`config.mk`:
```
export PLATFORM = sky130hd
export DESIGN_NAME = mmu_rr_arb
export DESIGN_NICKNAME = d
export VERILOG_FILES = /design/src/rtl/mmu_rr_arb.sv
export SDC_FILE = /design/constraint.sdc
export NUM_CORES = 1
export LEC_CHECK = 0
export ABC_AREA = 0
export BUFFER_PORTS_ARGS = -buffer_cell sky130_fd_sc_hd__buf_2
export CORE_MARGIN = 1.5
export CORE_UTILIZATION = 41
export DETAILED_ROUTE_END_ITERATION = 8
export PLACE_DENSITY = 0.86
export SLEW_MARGIN = 20
export SYNTH_ARGS = -nofsm -noshare
export SYNTH_HDL_FRONTEND = slang
export SYNTH_SLANG_ARGS = --single-unit
```
`constraint.sdc`:
```
create_clock -name clk -period 1.55 [get_ports clk]
set_clock_uncertainty 0.2 [all_clocks]
set_input_delay 0.31 -clock clk [delete_from_list [all_inputs] [get_ports clk]]
set_output_delay 0.31 -clock clk [all_outputs]
set_load 0.02 [all_outputs]
```
`src/rtl/mmu_rr_arb.sv`:
```
// mmu_rr_arb: funnels RPORT read and WPORT write ports onto one memory request interface,
// round-robin within a class, read/write alternation between classes. Optional macro: MMU_TIMEOUT_EN.
module mmu_rr_arb #(
  parameter int RPORT   = 2,
  parameter int WPORT   = 1,
  parameter int DATA_W  = 32,
  parameter int ADDR_W  = 32,
  parameter int LEN_W   = 2,
  parameter int TIMEOUT = 1023
) (
  input  logic                      clk,
  input  logic                      rst,
  input  logic [RPORT-1:0]          co_re,
  input  logic [RPORT*ADDR_W-1:0]   co_raddr,
  input  logic [RPORT*LEN_W-1:0]    co_rlen,
  output logic [RPORT*DATA_W-1:0]   co_din,
  output logic [RPORT-1:0]          co_rack,
  input  logic [WPORT-1:0]          co_we,
  input  logic [WPORT*ADDR_W-1:0]   co_waddr,
  input  logic [WPORT*LEN_W-1:0]    co_wlen,
  input  logic [WPORT*DATA_W-1:0]   co_dout,
  output logic [WPORT-1:0]          co_wack,
  output logic                      c_re,
  output logic                      c_we,
  output logic [ADDR_W-1:0]         addr,
  output logic [LEN_W-1:0]          len,
  output logic [DATA_W-1:0]         wdata,
  input  logic [DATA_W-1:0]         rdata,
  input  logic                      m_rack,
  input  logic                      m_wack,
  output logic                      busy,
  output logic                      err
);
  localparam int RP_W = (RPORT > 1) ? $clog2(RPORT) : 1;
  localparam int WP_W = (WPORT > 1) ? $clog2(WPORT) : 1;
  localparam int ID_W = (RP_W > WP_W) ? RP_W : WP_W;

  localparam logic [1:0] S_IDLE = 2'd0;
  localparam logic [1:0] S_RD   = 2'd1;
  localparam logic [1:0] S_WR   = 2'd2;
  localparam logic [1:0] S_ACK  = 2'd3;

  logic [1:0]        r_state;
  logic [RP_W-1:0]   r_rptr;
  logic [WP_W-1:0]   r_wptr;
  logic              r_last_wr;
  logic              r_cls_wr;
  logic [ID_W-1:0]   r_id;
  logic [ADDR_W-1:0] r_addr;
  logic [LEN_W-1:0]  r_len;
  logic [DATA_W-1:0] r_wdata;
  logic [RPORT*DATA_W-1:0] r_din;

  logic [2*RPORT-1:0] w_rrot;
  logic [2*WPORT-1:0] w_wrot;
  logic              w_rfound, w_wfound, w_pick_wr, w_tmo;
  logic [ID_W-1:0]   w_rid, w_wid;
  logic [ADDR_W-1:0] w_gaddr;
  logic [LEN_W-1:0]  w_glen;
  logic [DATA_W-1:0] w_gdata;

  // Rotate so bit j is port (ptr+1+j) mod N; the lowest set bit is the round-robin winner.
  assign w_rrot = {co_re, co_re} >> (int'(r_rptr) + 1);
  assign w_wrot = {co_we, co_we} >> (int'(r_wptr) + 1);

  always_comb begin
    w_rfound = 1'b0;
    w_rid    = '0;
    for (int j = 0; j < RPORT; j++) begin
      if (!w_rfound && w_rrot[j]) begin
        w_rfound = 1'b1;
        w_rid    = ID_W'((int'(r_rptr) + 1 + j) % RPORT);
      end
    end
    w_wfound = 1'b0;
    w_wid    = '0;
    for (int j = 0; j < WPORT; j++) begin
      if (!w_wfound && w_wrot[j]) begin
        w_wfound = 1'b1;
        w_wid    = ID_W'((int'(r_wptr) + 1 + j) % WPORT);
      end
    end
  end

  assign w_pick_wr = w_wfound && (!w_rfound || !r_last_wr);

  always_comb begin
    w_gaddr = '0;
    w_glen  = '0;
    w_gdata = '0;
    if (w_pick_wr) begin
      for (int i = 0; i < WPORT; i++) begin
        if (w_wid == ID_W'(i)) begin
          w_gaddr = co_waddr[i*ADDR_W +: ADDR_W];
          w_glen  = co_wlen[i*LEN_W +: LEN_W];
          w_gdata = co_dout[i*DATA_W +: DATA_W];
        end
      end
    end else begin
      for (int i = 0; i < RPORT; i++) begin
        if (w_rid == ID_W'(i)) begin
          w_gaddr = co_raddr[i*ADDR_W +: ADDR_W];
          w_glen  = co_rlen[i*LEN_W +: LEN_W];
        end
      end
    end
  end

  always_ff @(posedge clk) begin
    if (rst) begin
      r_state   <= S_IDLE;
      r_rptr    <= '0;
      r_wptr    <= '0;
      r_last_wr <= 1'b1;
      r_cls_wr  <= 1'b0;
      r_id      <= '0;
      r_addr    <= '0;
      r_len     <= '0;
      r_wdata   <= '0;
      r_din     <= '0;
    end else begin
      case (r_state)
        S_IDLE: begin
          if (w_rfound || w_wfound) begin
            r_cls_wr <= w_pick_wr;
            r_id     <= w_pick_wr ? w_wid : w_rid;
            r_addr   <= w_gaddr;
            r_len    <= w_glen;
            r_wdata  <= w_gdata;
            r_state  <= w_pick_wr ? S_WR : S_RD;
          end
        end
        S_RD: begin
          if (m_rack || w_tmo) begin
            for (int i = 0; i < RPORT; i++) begin
              if (r_id == ID_W'(i)) r_din[i*DATA_W +: DATA_W] <= m_rack ? rdata : '0;
            end
            r_state <= S_ACK;
          end
        end
        S_WR: begin
          if (m_wack || w_tmo) r_state <= S_ACK;
        end
        default: begin
          if (r_cls_wr) r_wptr <= r_id[WP_W-1:0];
          else          r_rptr <= r_id[RP_W-1:0];
          r_last_wr <= r_cls_wr;
          r_state   <= S_IDLE;
        end
      endcase
    end
  end

  always_comb begin
    for (int i = 0; i < RPORT; i++)
      co_rack[i] = (r_state == S_ACK) && !r_cls_wr && (r_id == ID_W'(i));
    for (int i = 0; i < WPORT; i++)
      co_wack[i] = (r_state == S_ACK) && r_cls_wr && (r_id == ID_W'(i));
  end

  assign c_re   = (r_state == S_RD);
  assign c_we   = (r_state == S_WR);
  assign busy   = c_re || c_we;
  assign addr   = r_addr;
  assign len    = r_len;
  assign wdata  = r_wdata;
  assign co_din = r_din;

`ifdef MMU_TIMEOUT_EN
  localparam int CNT_W = $clog2(TIMEOUT + 1);
  logic [CNT_W-1:0] r_cnt;
  logic             r_err;

  // The counter sits at 0 in the first RD/WR cycle, so TIMEOUT-1 marks the last waiting cycle.
  assign w_tmo = ((c_re && !m_rack) || (c_we && !m_wack)) && (r_cnt == CNT_W'(TIMEOUT - 1));

  always_ff @(posedge clk) begin
    if (rst) begin
      r_cnt <= '0;
      r_err <= 1'b0;
    end else begin
      if (busy) r_cnt <= r_cnt + 1'b1;
      else      r_cnt <= '0;
      if (w_tmo) r_err <= 1'b1;
    end
  end

  assign err = r_err;
`else
  logic w_unused_timeout;
  assign w_unused_timeout = (TIMEOUT == 0);
  assign w_tmo = 1'b0;
  assign err   = 1'b0;
`endif

endmodule
```
---- Yosys cells after proc, flatten, opt, wreduce, memory -nomap -nowiden ----
Cells that the tools add are included.
storage, ports and cells
  input port bits ......................... 173
  word-level logic and storage cells ...... 63
  bits in registers ....................... 137
operators by class
  bitwise logic cells ..................... 3
  muxes and demuxes ....................... 16
  reductions and logical operators ........ 22
  equal/unequal tests ..................... 6
  shifts and indexed selects .............. 2
  add/subtract/negate cells ............... 3
operators with widths
  cell                                           number
  2-to-1 mux 32 bit                              3
  right shift 2 x 32 -> 1 bit                    1
  2-to-1 mux 2 bit                               6
  AND reduction 3 bit                            3
  logical AND 1 bit                              7
  2-to-1 mux 1 bit                               6
  one-hot mux 2 bit (3 select lines)             1
  AND reduction 2 bit                            3
  adder 1 x 1 -> 2 bit, second input constant    2
  == test 2 bit, second input constant           2
  zero test 1 bit                                4
  != test 2 x 1 -> 1 bit, second input constant  2
  right shift 4 x 2 -> 2 bit                     1
  logical OR 1 bit                               3
  NOT 1 bit                                      3
  OR reduction 3 bit                             1
  == test 2 x 1 -> 1 bit, second input constant  1
  zero test 2 bit                                1
  != test 2 bit, second input constant           1
  adder 1 bit, second input constant             1

---- Depth between registers and ports, before layout ----
Gate-level depths: netlist of run 1.
  depth in word-level cells ............... 12
  depth in mapped cells ................... 7
  gate-level depth less buffers ........... 6

---- Least setup slack after synthesis of run 1 ----
No wires, ideal clock.
  kind .................................... register to register
  start ................................... register r_state[1]
  end ..................................... register r_din[25] (netlist: co_din[25])
  period minus slack after synthesis ...... 1.751 ns
  data required time ...................... 1.279 ns
  buffers on the path ..................... 1
  data arrival time ....................... 1.480 ns
  setup slack ............................. -0.201 ns
  stages on the path, launching flop included .. 8
  cells stage by stage .................... dfxtp_1 > inv_1 > ha_1 > nand2_1 > nor2_1 > clkbuf_1 > nand2_1 > a21oi_1
on the way
  cells in the longest elaborated chain, start to end .. 2
ends and longest elaborated chain
  what                            RTL line  source
  start: declaration              43        logic [1:0] r_state;
  start signal: assignment        130       r_state <= w_pick_wr ? S_WR : S_RD;
  == test 2 x 1 -> 1 bit          --
  named net c_re                  23        output logic c_re,
  AND reduction 3 bit (no line)   --
  end signal: indexed assignment  136       if (r_id == ID_W'(i)) r_din[i*DATA_W +: DATA_W] <= m_rack ? rdata : '0;
  end: declaration                52        logic [RPORT*DATA_W-1:0] r_din;
The timed path passes the listed nets, and every way through them passes these cells.
A chain may end at the register's enable or synchronous reset.

---- Final worst setup path of run 1 ----
  start ................................... register r_state[1]
  end ..................................... output port co_rack[1]
on the way
  cells in the longest elaborated chain, start to end .. 3
ends and longest elaborated chain
  what                            RTL line  source
  == test 2 bit                   156       co_rack[i] = (r_state == S_ACK) && !r_cls_wr && (r_id == ID_W'(i));
  logical AND 1 bit (2 in a row)  156
  end: declaration                17        output logic [RPORT-1:0] co_rack,
No other way between the ends.

==> impl_metrics.csv, run 1 <==
group,metric,value,unit
power,fin_total_pwr,13.3,mW
floorplanning,chipHeight,121,microns
floorplanning,initial_core_util,0.417,
critical_path,critPathArrivalTime,1.38,ns
timing,report.final.slew_viol_count,0,
synth,syn_area,5740,sq um
cells_and_area,final_cell_count_no_fill,1305,
clocking,cts_inserted_buffers,17,
clocking,cts-root-buf,"sky130_fd_sc_hd__clkbuf_16",
clocking,clk_lat_worst_skew,0.41,ns
critical_path,critical_path_class,"register to primary output",
cells_and_area,antenna_cells,0,
timing,setup_tns,-17.90,ns
placement,dp_hpwl,12.4,mm
drt,detail_route.first_pass.iterations,5,
drt,vias_per_cell,5.41,
timing,rsz0062_at_grt,"yes",
clocking,cts_max_level,4,
synth,synth_seq_area_share,0.478,
floorplanning,die_w,121,microns
timing,final.period_utilization,1.22,
cells_and_area,final_net_count,1291,
clocking,clock_sinks,137,
synth,synthDistinctLibCells,28,
critical_path,critical_path_peak_fanout,3,
placement,port_buffers,308,
global_route,gr-usage-all-layers,0.303,
drt,post-route-drc-count,0,
critical_path,worstSetupEndpointType,"primary output",
floorplanning,die_outline_area,14700,sq um
flow_run,cap_violations,0,
floorplanning,num_io_pins,310,
drt,drt_iter0_drc,465,
drt,totalWireLength,23.9,mm
floorplanning,standard_cell_core_area,13800,sq um
critical_path,worst_ep_required_time,1.04,ns
timing,timing.final.ws_setup,-0.343,ns
power,irDropWorstVdd,821,uV
global_route,total_global_routing_overflow,0,
timing,period_minus_slack,1.89,ns
synth,synth.yosys.warnings,0,
synth,post_synth_inst_count,704,
status,failed_checks,"negative setup slack",
floorplanning,floorplan.rows,43,
global_route,maximum_number_of_pins_on_one_net_before_global_route_repair,80,
power,p_leak,4.52,nW
placement,dp_cells,1167,
timing,hold_slack,0.0247,ns
global_route,antenna_violations_before_repair,0,
global_route,first_global_vias,7189,
power,power_per_cell_area,1350,nW/um^2
cells_and_area,fraction_of_layout_instances_using_a_drive_strength_above_1,0.431,
placement,routabilityCongestion,0.842,
cells_and_area,flow.area_growth_from_synthesis,72.2,%
clocking,clock_path_buffers,2,
status,outcome,"finished, violations left",
synth,number_of_register_bits_inferred_by_synthesis,137,
drt,ant_nets,0,
hold_path,holdCritPathClass,"primary input to register",
cells_and_area,final_core_util,0.717,
critical_path,launching_element_type_of_the_critical_path,"register",
timing,final_hold_viol_count,0,
clocking,clk_transition_reported_paths,0.06,ns
timing,report.final.setup_viol,140,
global_route,grt_first_pass_wirelength,34.6,mm
synth,synth_nets,881,
drt,vias,7058,
timing,fmax,0.528,GHz
drt,post_drt_wl_per_cell,18.3,microns
synth,syn_area_cell,8.15,sq um
clocking,tritoncts_clock_tree,"built",
-- routing by layer --
layer	part of all wire	track usage	up-vias
met3	0.076	0.0747	120
met4	0.052	0.196	0
met2	0.52	0.560	448
li1	-	-	3193
met1	0.35	0.299	3297
met5	0	0	-
-- layout by cell type, fill, tap and decap left out, types with 13 or more instances in the layout --
| master | instances |
|---|---|
| sky130_fd_sc_hd__a21oi_1 | 67 |
| sky130_fd_sc_hd__a22oi_2 | 32 |
| sky130_fd_sc_hd__and3_1 | 34 |
| sky130_fd_sc_hd__buf_12 | 14 |
| sky130_fd_sc_hd__buf_2 | 301 |
| sky130_fd_sc_hd__buf_4 | 19 |
| sky130_fd_sc_hd__buf_6 | 13 |
| sky130_fd_sc_hd__clkbuf_16 | 21 |
| sky130_fd_sc_hd__dfxtp_1 | 133 |
| sky130_fd_sc_hd__dlygate4sd3_1 | 92 |
| sky130_fd_sc_hd__nand2_1 | 200 |
| sky130_fd_sc_hd__nand3b_1 | 35 |
| sky130_fd_sc_hd__nor2_1 | 67 |
| sky130_fd_sc_hd__o31ai_2 | 27 |
-- cells in the mapped netlist --
cell type	number	area, sq um
sky130_fd_sc_hd__a21bo_1	1	10.0
sky130_fd_sc_hd__a21boi_4	1	18.8
sky130_fd_sc_hd__a21oi_1	70	350
sky130_fd_sc_hd__a22oi_1	32	240
sky130_fd_sc_hd__a311oi_1	1	8.76
sky130_fd_sc_hd__and3_1	35	219
sky130_fd_sc_hd__buf_1	1	3.75
sky130_fd_sc_hd__buf_2	11	55.1
sky130_fd_sc_hd__buf_4	5	37.5
sky130_fd_sc_hd__buf_6	3	33.8
sky130_fd_sc_hd__clkbuf_1	37	139
sky130_fd_sc_hd__conb_1	1	3.75
sky130_fd_sc_hd__dfxtp_1	137	2740
sky130_fd_sc_hd__ha_1	4	50.1
sky130_fd_sc_hd__inv_1	4	15.0
sky130_fd_sc_hd__nand2_1	203	762
sky130_fd_sc_hd__nand2b_1	2	12.5
sky130_fd_sc_hd__nand3_1	3	15.0
sky130_fd_sc_hd__nand3b_1	35	263
sky130_fd_sc_hd__nor2_1	76	285
sky130_fd_sc_hd__nor2b_1	2	12.5
sky130_fd_sc_hd__nor2b_2	1	8.76
sky130_fd_sc_hd__o21ai_1	1	5.00
sky130_fd_sc_hd__o31ai_1	5	37.5
sky130_fd_sc_hd__o31ai_2	29	363
sky130_fd_sc_hd__o31ai_4	1	21.3
sky130_fd_sc_hd__o32ai_1	2	17.5
sky130_fd_sc_hd__or2_1	1	6.26
-- metrics by stage --
step / instance area [sq um] / worst slack [ns]
detailed placement: 7670 / -0.201
floorplan: 5800 / -0.0618
finish: 9880 / -0.343
global route: 9880 / -0.384
CTS: 9610 / -0.339
global placement: 7670 / -0.158
-- final timing paths --
path | start | endpoint | slack [ns] | depth (start not counted)
max | r_state[1]$_SDFFE_PP0P_ | co_rack[1] | -0.34 | 5
min | co_waddr[26] | addr[26]$_SDFFE_PP0P_ | 0.02 | 3
max reg2reg | r_state[0]$_SDFFE_PP0P_ | co_din[20]$_SDFFE_PP0P_ | -0.25 | 7
min reg2reg | co_din[12]$_SDFFE_PP0P_ | co_din[12]$_SDFFE_PP0P_ | 0.25 | 2
-- area by class of cell --
type	instances	area (sq um)
clock inverter	11	149
sequential	137	2750
clock buffer	19	443
timing repair buffer	448	3240
inverter	4	15.0
multi-input combinational	506	3050
tap	180	225
fill	930	3890
-- report_power, final --
group / leakage (nW) / total [mW] / internal, mW / switching, mW
combinational: 3.12 / 4.84 / 2.11 / 2.73
sequential: 1.12 / 4.38 / 4.05 / 0.326
clock: 0.281 / 4.09 / 2.56 / 1.54
-- cell families after synthesis --
family / after synthesis / share of synthesized area
AO/OA/AOI/OAI: 143 / 0.187
adder cells (fa/ha/maj): 4 / 0.00872
buffers and inverters: 61 / 0.0495
flip-flops: 137 / 0.478
other: 1 / 0.000654
AND/OR/NAND/NOR: 358 / 0.276
-- what timing repair did --
item / 4_1_cts / 5_1_grt
hold buffers: 92 / 0
cloned: 5 / 5
pin swaps: 6 / 14
endpoints found under the setup margin: 138 / 141
hold endpoints to repair: 124 / 0
buffers inserted: 3 / 3
resized for setup: 60 / 31
-- critical path: stages, from the launching register on --
cell and delay [ns]:
sky130_fd_sc_hd__dfxtp_2 0.35, sky130_fd_sc_hd__buf_6 0.11, sky130_fd_sc_hd__ha_4 0.15, sky130_fd_sc_hd__nand2b_4 0.08, sky130_fd_sc_hd__nor2_4 0.14, sky130_fd_sc_hd__buf_6 0.14
-- flip-flops by register name, indices dropped and copies added (netlist names) --
signal / count
len: 2
r_last_wr: 1
r_wptr: 1
r_state: 2
r_cls_wr: 1
co_din: 64
r_rptr: 1
r_id: 1
wdata: 32
addr: 32
(Power assumes the default switching activity.)
==> run 2: changes to the inputs <==
--- a/config.mk
+++ b/config.mk
@@ -7,10 +7,10 @@
 export LEC_CHECK = 0
 export ABC_AREA = 0
 export BUFFER_PORTS_ARGS = -buffer_cell sky130_fd_sc_hd__buf_2
-export CORE_MARGIN = 1.5
-export CORE_UTILIZATION = 41
+export CORE_AREA = 2 2 120 122
 export DETAILED_ROUTE_END_ITERATION = 8
-export PLACE_DENSITY = 0.86
+export DIE_AREA = 0 0 122 124
+export PLACE_DENSITY = 0.84
 export SLEW_MARGIN = 20
 export SYNTH_ARGS = -nofsm -noshare
 export SYNTH_HDL_FRONTEND = slang
==> constraint.sdc (replaced) <==
create_clock -name clk -period 1.85 [get_ports clk]
set_clock_uncertainty 0.2 [all_clocks]
set_input_delay 0.37 -clock clk [delete_from_list [all_inputs] [get_ports clk]]
set_output_delay 0.37 -clock clk [all_outputs]
set_load 0.02 [all_outputs]
==> run 2 against run 1 <==
Net effect: the run now ends clean; sequential share of layout area up 3.7 points; core utilization down 8.1 points; sequential power down 17%; wire length down 23%; critical path depth down 1; combinational power down 35%; first-iteration DRC count down 10%; flip-flop and latch count unchanged; global-route usage down 6.6 points; power down 21%; clock power down 9.3%; non-clock buffer count down 75.
==> impl_metrics.csv, run 2 (synthesized netlist as in run 1, its figures left out) <==
group,metric,value,unit
timing,rsz0062_at_grt,"yes",
timing,fmax,0.541,GHz
critical_path,critical_path.slowest_cell,"sky130_fd_sc_hd__dfxtp_4",
timing,report.final.slew_viol_count,0,
power,power_per_cell_area,1200,nW/um^2
floorplanning,floorplan.rows,43,
floorplanning,die_outline_area,15100,sq um
critical_path,crit-reg2reg-launch,"r_state[0]$_SDFFE_PP0P_",
drt,post_drt_wl_per_cell,15.0,microns
cells_and_area,fillCellCount,1119,
cells_and_area,area.sequential,2750,sq um
floorplanning,standard_cell_core_area,13700,sq um
flow_run,cap_violations,0,
drt,vias_per_cell,5.10,
cells_and_area,final_core_util,0.636,
clocking,clk_lat_worst_skew,0.41,ns
clocking,tritoncts_clock_tree,"built",
cells_and_area,layout.cells.most_common,"sky130_fd_sc_hd__buf_2",
cells_and_area,final_net_count,1216,
floorplanning,die_w,122,microns
cells_and_area,layout.cells.most_common_list,"sky130_fd_sc_hd__buf_2, sky130_fd_sc_hd__nand2_1, sky130_fd_sc_hd__dfxtp_1, sky130_fd_sc_hd__nor2_1, sky130_fd_sc_hd__a21oi_1",
placement,dp_hpwl,12.5,mm
clocking,cts_max_level,4,
cells_and_area,fraction_of_layout_instances_using_a_drive_strength_above_1,0.387,
global_route,antenna_violations_before_repair,1,
placement,routabilityCongestion,0.792,
power,fin_total_pwr,10.5,mW
hold_path,min_to,"wdata[0]$_SDFFE_PP0P_",
placement,dp_cells,1152,
critical_path,rrSetupSlack,0.11,ns
cells_and_area,antenna_cells,0,
floorplanning,num_io_pins,310,
critical_path,reg_to_reg_endpoint,"addr[19]$_SDFFE_PP0P_",
critical_path,launching_element_type_of_the_critical_path,"register",
power,irDropWorstVdd,586,uV
hold_path,min_delay_path_depth,3,
clocking,cts-root-buf,"sky130_fd_sc_hd__clkbuf_16",
critical_path,critical_path_peak_fanout,4,
status,outcome,"finished, final reports clean",
timing,period_minus_slack,1.85,ns
cells_and_area,multiInputGateArea,2780,sq um
drt,post-route-drc-count,0,
cells_and_area,flow.area_growth_from_synthesis,52.0,%
critical_path,worst_path_largest_cell_delay,0.37,ns
global_route,maximum_number_of_pins_on_one_net_before_global_route_repair,88,
critical_path,worstSetupEndpointType,"primary output",
hold_path,min-delay-start,"co_dout[0]",
global_route,first_global_vias,5904,
drt,ant_nets,0,
global_route,grt_first_pass_wirelength,28.0,mm
drt,drt_iter0_drc,418,
placement,port_buffers,308,
timing,setup_tns,0,ns
drt,vias,6288,
drt,detail_route.first_pass.iterations,5,
critical_path,critical_path.cell_chain,"ha_4 > nand2b_4 > nor2_4 > buf_6",
hold_path,holdCritPathClass,"primary input to register",
power,p_leak,4.09,nW
clocking,cts_inserted_buffers,17,
timing,report.final.setup_viol,0,
timing,final_hold_viol_count,0,
clocking,clock_sinks,137,
critical_path,critPathArrivalTime,1.28,ns
cells_and_area,final_cell_count_no_fill,1232,
global_route,total_global_routing_overflow,0,
clocking,clk_transition_reported_paths,0.06,ns
cells_and_area,largest_register_ffs,64,
critical_path,worst_ep_required_time,1.28,ns
critical_path,reg2regPathDepth,6,
global_route,gr-usage-all-layers,0.237,
clocking,clock_path_buffers,2,
timing,final.period_utilization,1.00,
critical_path,critical_path_class,"register to primary output",
floorplanning,chipHeight,124,microns
drt,totalWireLength,18.5,mm
floorplanning,initial_core_util,0.418,
run 2: cell count changes in the layout (fill, tap and decap cells not counted), moves of 4 or more:
cell                            delta
sky130_fd_sc_hd__clkbuf_16         -4
sky130_fd_sc_hd__buf_4             -5
sky130_fd_sc_hd__buf_6            -10
sky130_fd_sc_hd__dlygate4sd3_1    -48
sky130_fd_sc_hd__nor2_2            -5
sky130_fd_sc_hd__nor2_1            +5
sky130_fd_sc_hd__a22oi_1          +32
sky130_fd_sc_hd__dfxtp_2           -4
sky130_fd_sc_hd__a22oi_2          -32
run 2: metal layers:
metal	wire length, microns	track usage	up-vias
met4	534	0.103	0
met3	1680	0.0769	45
li1	-	-	3043
met2	9310	0.427	292
met5	0	0	-
met1	6940	0.254	2908
run 2: timing repair:
action                                  CTS  global route
endpoints found under the setup margin    5             7
buffers inserted                          3             1
gates resized for setup                  21             6
hold buffers                             44             0
endpoints found under the hold margin    57             0
pin swaps                                 4             3
run 2: final cells by class:
| class | instances | area share |
|---|---|---|
| clock buffers | 18 | 0.0492 |
| repair buffers | 373 | 0.264 |
| flip-flops and latches | 137 | 0.315 |
| clock inverters | 14 | 0.0251 |
| multi-input cells | 506 | 0.318 |
| well taps | 180 | 0.0258 |
| inverters | 4 | 0.00172 |
run 2: worst max-delay path by stage:
stage,start,cells after the start,end,slack [ns]
6_report,r_state[0]$_SDFFE_PP0P_,4,co_rack[1],0.0009
3_3_place_gp,co_we,7,addr[7]$_SDFFE_PP0P_,0.06
5_1_grt,r_state[0]$_SDFFE_PP0P_,4,co_rack[1],-0.06
2_1_floorplan,r_state[1]$_SDFFE_PP0P_,7,co_din[25]$_SDFFE_PP0P_,0.1
4_1_cts,r_state[1]$_SDFFE_PP0P_,4,co_rack[1],-0.02
3_5_place_dp,co_we,6,addr[19]$_SDFFE_PP0P_,0.003
run 2: through the flow:
stage / worst slack (ns) / hold slack (ns) / instance area (sq um)
2_1_floorplan: 0.0990 / 0.233 / 5740
3_3_place_gp: 0.0558 / 0.238 / 7510
3_5_place_dp: 0.00305 / 0.243 / 7510
4_1_cts: -0.0230 / 0.0000496 / 8700
5_1_grt: -0.0569 / 0.00681 / 8720
6_report: 0.000858 / 0.0185 / 8720
run 2: critical path, delay by kind of cell, from the launching register on:
family | cells | cell delay, ns
flops | 1 | 0.37
simple gates | 2 | 0.19
buf+inv | 1 | 0.13
fa+ha+maj | 1 | 0.19
run 2: where the power goes:
part	total, mW	switching (mW)	internal (mW)	leakage [nW]
Combinational	3.16	1.91	1.25	2.66
Clock	3.71	1.31	2.40	0.311
Sequential	3.64	0.246	3.40	1.12
Total	10.5	3.46	7.05	4.09
==> run 3: changes to the inputs <==
--- a/config.mk
+++ b/config.mk
@@ -7,10 +7,12 @@
 export LEC_CHECK = 0
 export ABC_AREA = 0
 export BUFFER_PORTS_ARGS = -buffer_cell sky130_fd_sc_hd__buf_2
-export CORE_AREA = 2 2 120 122
+export CELL_PAD_IN_SITES_DETAIL_PLACEMENT = 1
+export CELL_PAD_IN_SITES_GLOBAL_PLACEMENT = 1
+export CORE_MARGIN = 1.5
+export CORE_UTILIZATION = 31
 export DETAILED_ROUTE_END_ITERATION = 8
-export DIE_AREA = 0 0 122 124
-export PLACE_DENSITY = 0.84
+export PLACE_DENSITY = 0.89
 export SLEW_MARGIN = 20
 export SYNTH_ARGS = -nofsm -noshare
 export SYNTH_HDL_FRONTEND = slang
==> run 3 against run 2 <==
Net effect: power increased by 0.84%; critical path type unchanged; critical endpoint is now co_wack; first-iteration DRC count decreased by 51%; sequential power about the same; via count increased by 0.91%; maximum frequency decreased by 0.85%; the flow now finishes with violations (negative setup slack); critical path depth unchanged; cell count increased by 3.9%; flip-flop and latch count unchanged.
==> impl_metrics.csv, run 3 (synthesized netlist as in run 1, its figures left out) <==
group,metric,value,unit
floorplanning,num_io_pins,310,
hold_path,holdCritPathClass,"primary input to register",
power,fin_total_pwr,10.6,mW
power,power_per_cell_area,1210,nW/um^2
flow_run,cap_violations,0,
timing,setup_tns,-0.0289,ns
critical_path,critical_path_class,"register to primary output",
placement,routabilityCongestion,0.776,
timing,slew_headroom,0.599,
timing,final.period_utilization,1.01,
clocking,cts_inserted_buffers,17,
cells_and_area,final_net_count,1213,
timing,rsz0062_at_grt,"yes",
drt,vias_per_cell,4.96,
drt,ant_nets,0,
timing,report.final.setup_viol,2,
clocking,tritoncts_clock_tree,"built",
global_route,first_global_vias,6731,
timing,period_minus_slack,1.87,ns
global_route,antenna_violations_before_repair,2,
global_route,total_global_routing_overflow,0,
global_route,gr-usage-all-layers,0.222,
drt,detail_route.first_pass.iterations,4,
drt,totalWireLength,22.0,mm
placement,dp_cells,1202,
cells_and_area,final_core_util,0.486,
timing,report.final.slew_viol_count,0,
critical_path,worst_ep_required_time,1.28,ns
cells_and_area,largest_register_ffs,64,
placement,dp_hpwl,14.4,mm
floorplanning,die_outline_area,19300,sq um
global_route,grt_first_pass_wirelength,34.4,mm
drt,drt_iter0_drc,204,
power,p_leak,4.07,nW
cells_and_area,fraction_of_layout_instances_using_a_drive_strength_above_1,0.393,
clocking,cts-root-buf,"sky130_fd_sc_hd__clkbuf_16",
drt,vias,6345,
placement,port_buffers,308,
cells_and_area,fillCellCount,2223,
clocking,cts_max_level,4,
timing,timing.final.ws_setup,-0.0150,ns
global_route,maximum_number_of_pins_on_one_net_before_global_route_repair,139,
floorplanning,die_w,139,microns
critical_path,launching_element_type_of_the_critical_path,"register",
clocking,clk_transition_reported_paths,0.06,ns
critical_path,worstSetupEndpointType,"primary output",
drt,post-route-drc-count,0,
cells_and_area,final_cell_count_no_fill,1280,
clocking,clock_path_buffers,2,
power,irDropWorstVdd,575,uV
floorplanning,initial_core_util,0.318,
clocking,clk_lat_worst_skew,0.42,ns
drt,post_drt_wl_per_cell,17.2,microns
cells_and_area,layout.cells.most_common,"sky130_fd_sc_hd__buf_2",
cells_and_area,flow.area_growth_from_synthesis,52.6,%
status,failed_checks,"negative setup slack",
timing,final_hold_viol_count,0,
clocking,clock_sinks,137,
critical_path,critical_path_peak_fanout,3,
cells_and_area,layout.cells.most_common_list,"sky130_fd_sc_hd__buf_2, sky130_fd_sc_hd__nand2_1, sky130_fd_sc_hd__dfxtp_1, sky130_fd_sc_hd__nor2_1, sky130_fd_sc_hd__a21oi_1",
floorplanning,chipHeight,139,microns
timing,worst_pin_slew,0.601,ns
status,outcome,"finished, violations left",
floorplanning,floorplan.rows,49,
critical_path,critPathArrivalTime,1.30,ns
timing,fmax,0.536,GHz
timing,hold_slack,0.0146,ns
floorplanning,standard_cell_core_area,18000,sq um
-- run 3: cell types whose count changed in the layout (fill, tap and decap cells not counted), sizes merged, moves of 2 or more --
cell,delta
buf,+2
clkinv,+5
clkinvlp,-2
diode,+2
dlygate4sd3,-5
-- run 3: what timing repair did --
action                     4_1_cts  5_1_grt
hold endpoints to repair        50        0
hold buffers                    39        0
setup endpoints to repair        9        7
cloned                           0        0
gates resized for setup         24        5
pin swaps                        3        2
setup buffers                    3        2
-- run 3: power by group --
part	switching [mW]	internal, mW
combinational	2.01	1.32
clock	1.36	2.27
sequential	0.246	3.40
-- run 3: layout make-up --
class / instances / area (sq um) / area share
Multi-Input combinational cell: 506 / 2780 / 0.318
Antenna cell: 2 / 5.00 / 0.000572
Sequential cell: 137 / 2750 / 0.314
Tap cell: 229 / 287 / 0.0327
Clock buffer: 17 / 425 / 0.0486
Inverter: 4 / 15.0 / 0.00172
Clock inverter: 15 / 200 / 0.0229
Timing Repair Buffer: 370 / 2290 / 0.261
-- run 3: path summary, 6_finish.rpt --
| kind | from | endpoint | slack, ns | cells after the start |
|---|---|---|---|---|
| worst min register to register | co_din[34]$_SDFFE_PP0P_ | co_din[34]$_SDFFE_PP0P_ | 0.25 | 2 |
| worst max register to register | r_state[1]$_SDFFE_PP0P_ | wdata[4]$_SDFFE_PP0P_ | 0.02 | 7 |
| worst min-delay path | co_dout[24] | wdata[24]$_SDFFE_PP0P_ | 0.01 | 3 |
| worst max-delay path | r_state[0]$_SDFFE_PP0P_ | co_wack | -0.02 | 4 |
-- run 3: stage by stage --
| stage | setup WS, ns | instance area (sq um) |
|---|---|---|
| 6_report | -0.0150 | 8750 |
| 5_1_grt | -0.0637 | 8750 |
| 4_1_cts | -0.0538 | 8720 |
| 3_5_place_dp | 0.000282 | 7590 |
| 3_3_place_gp | 0.0503 | 7590 |
| 2_1_floorplan | 0.0990 | 5740 |
-- run 3: metal layers --
metal,part of all wire,vias up,global-route usage
met5,0,-,0
met4,0.023,0,0.0779
met3,0.072,42,0.0732
met2,0.52,274,0.418
met1,0.38,2997,0.230
li1,-,3032,-
-- run 3: critical path: stages, from the launching register on --
cell and delay, ns:
sky130_fd_sc_hd__dfxtp_4 0.38, sky130_fd_sc_hd__ha_4 0.17, sky130_fd_sc_hd__nand2_2 0.08, sky130_fd_sc_hd__nor2_1 0.10, sky130_fd_sc_hd__buf_4 0.15
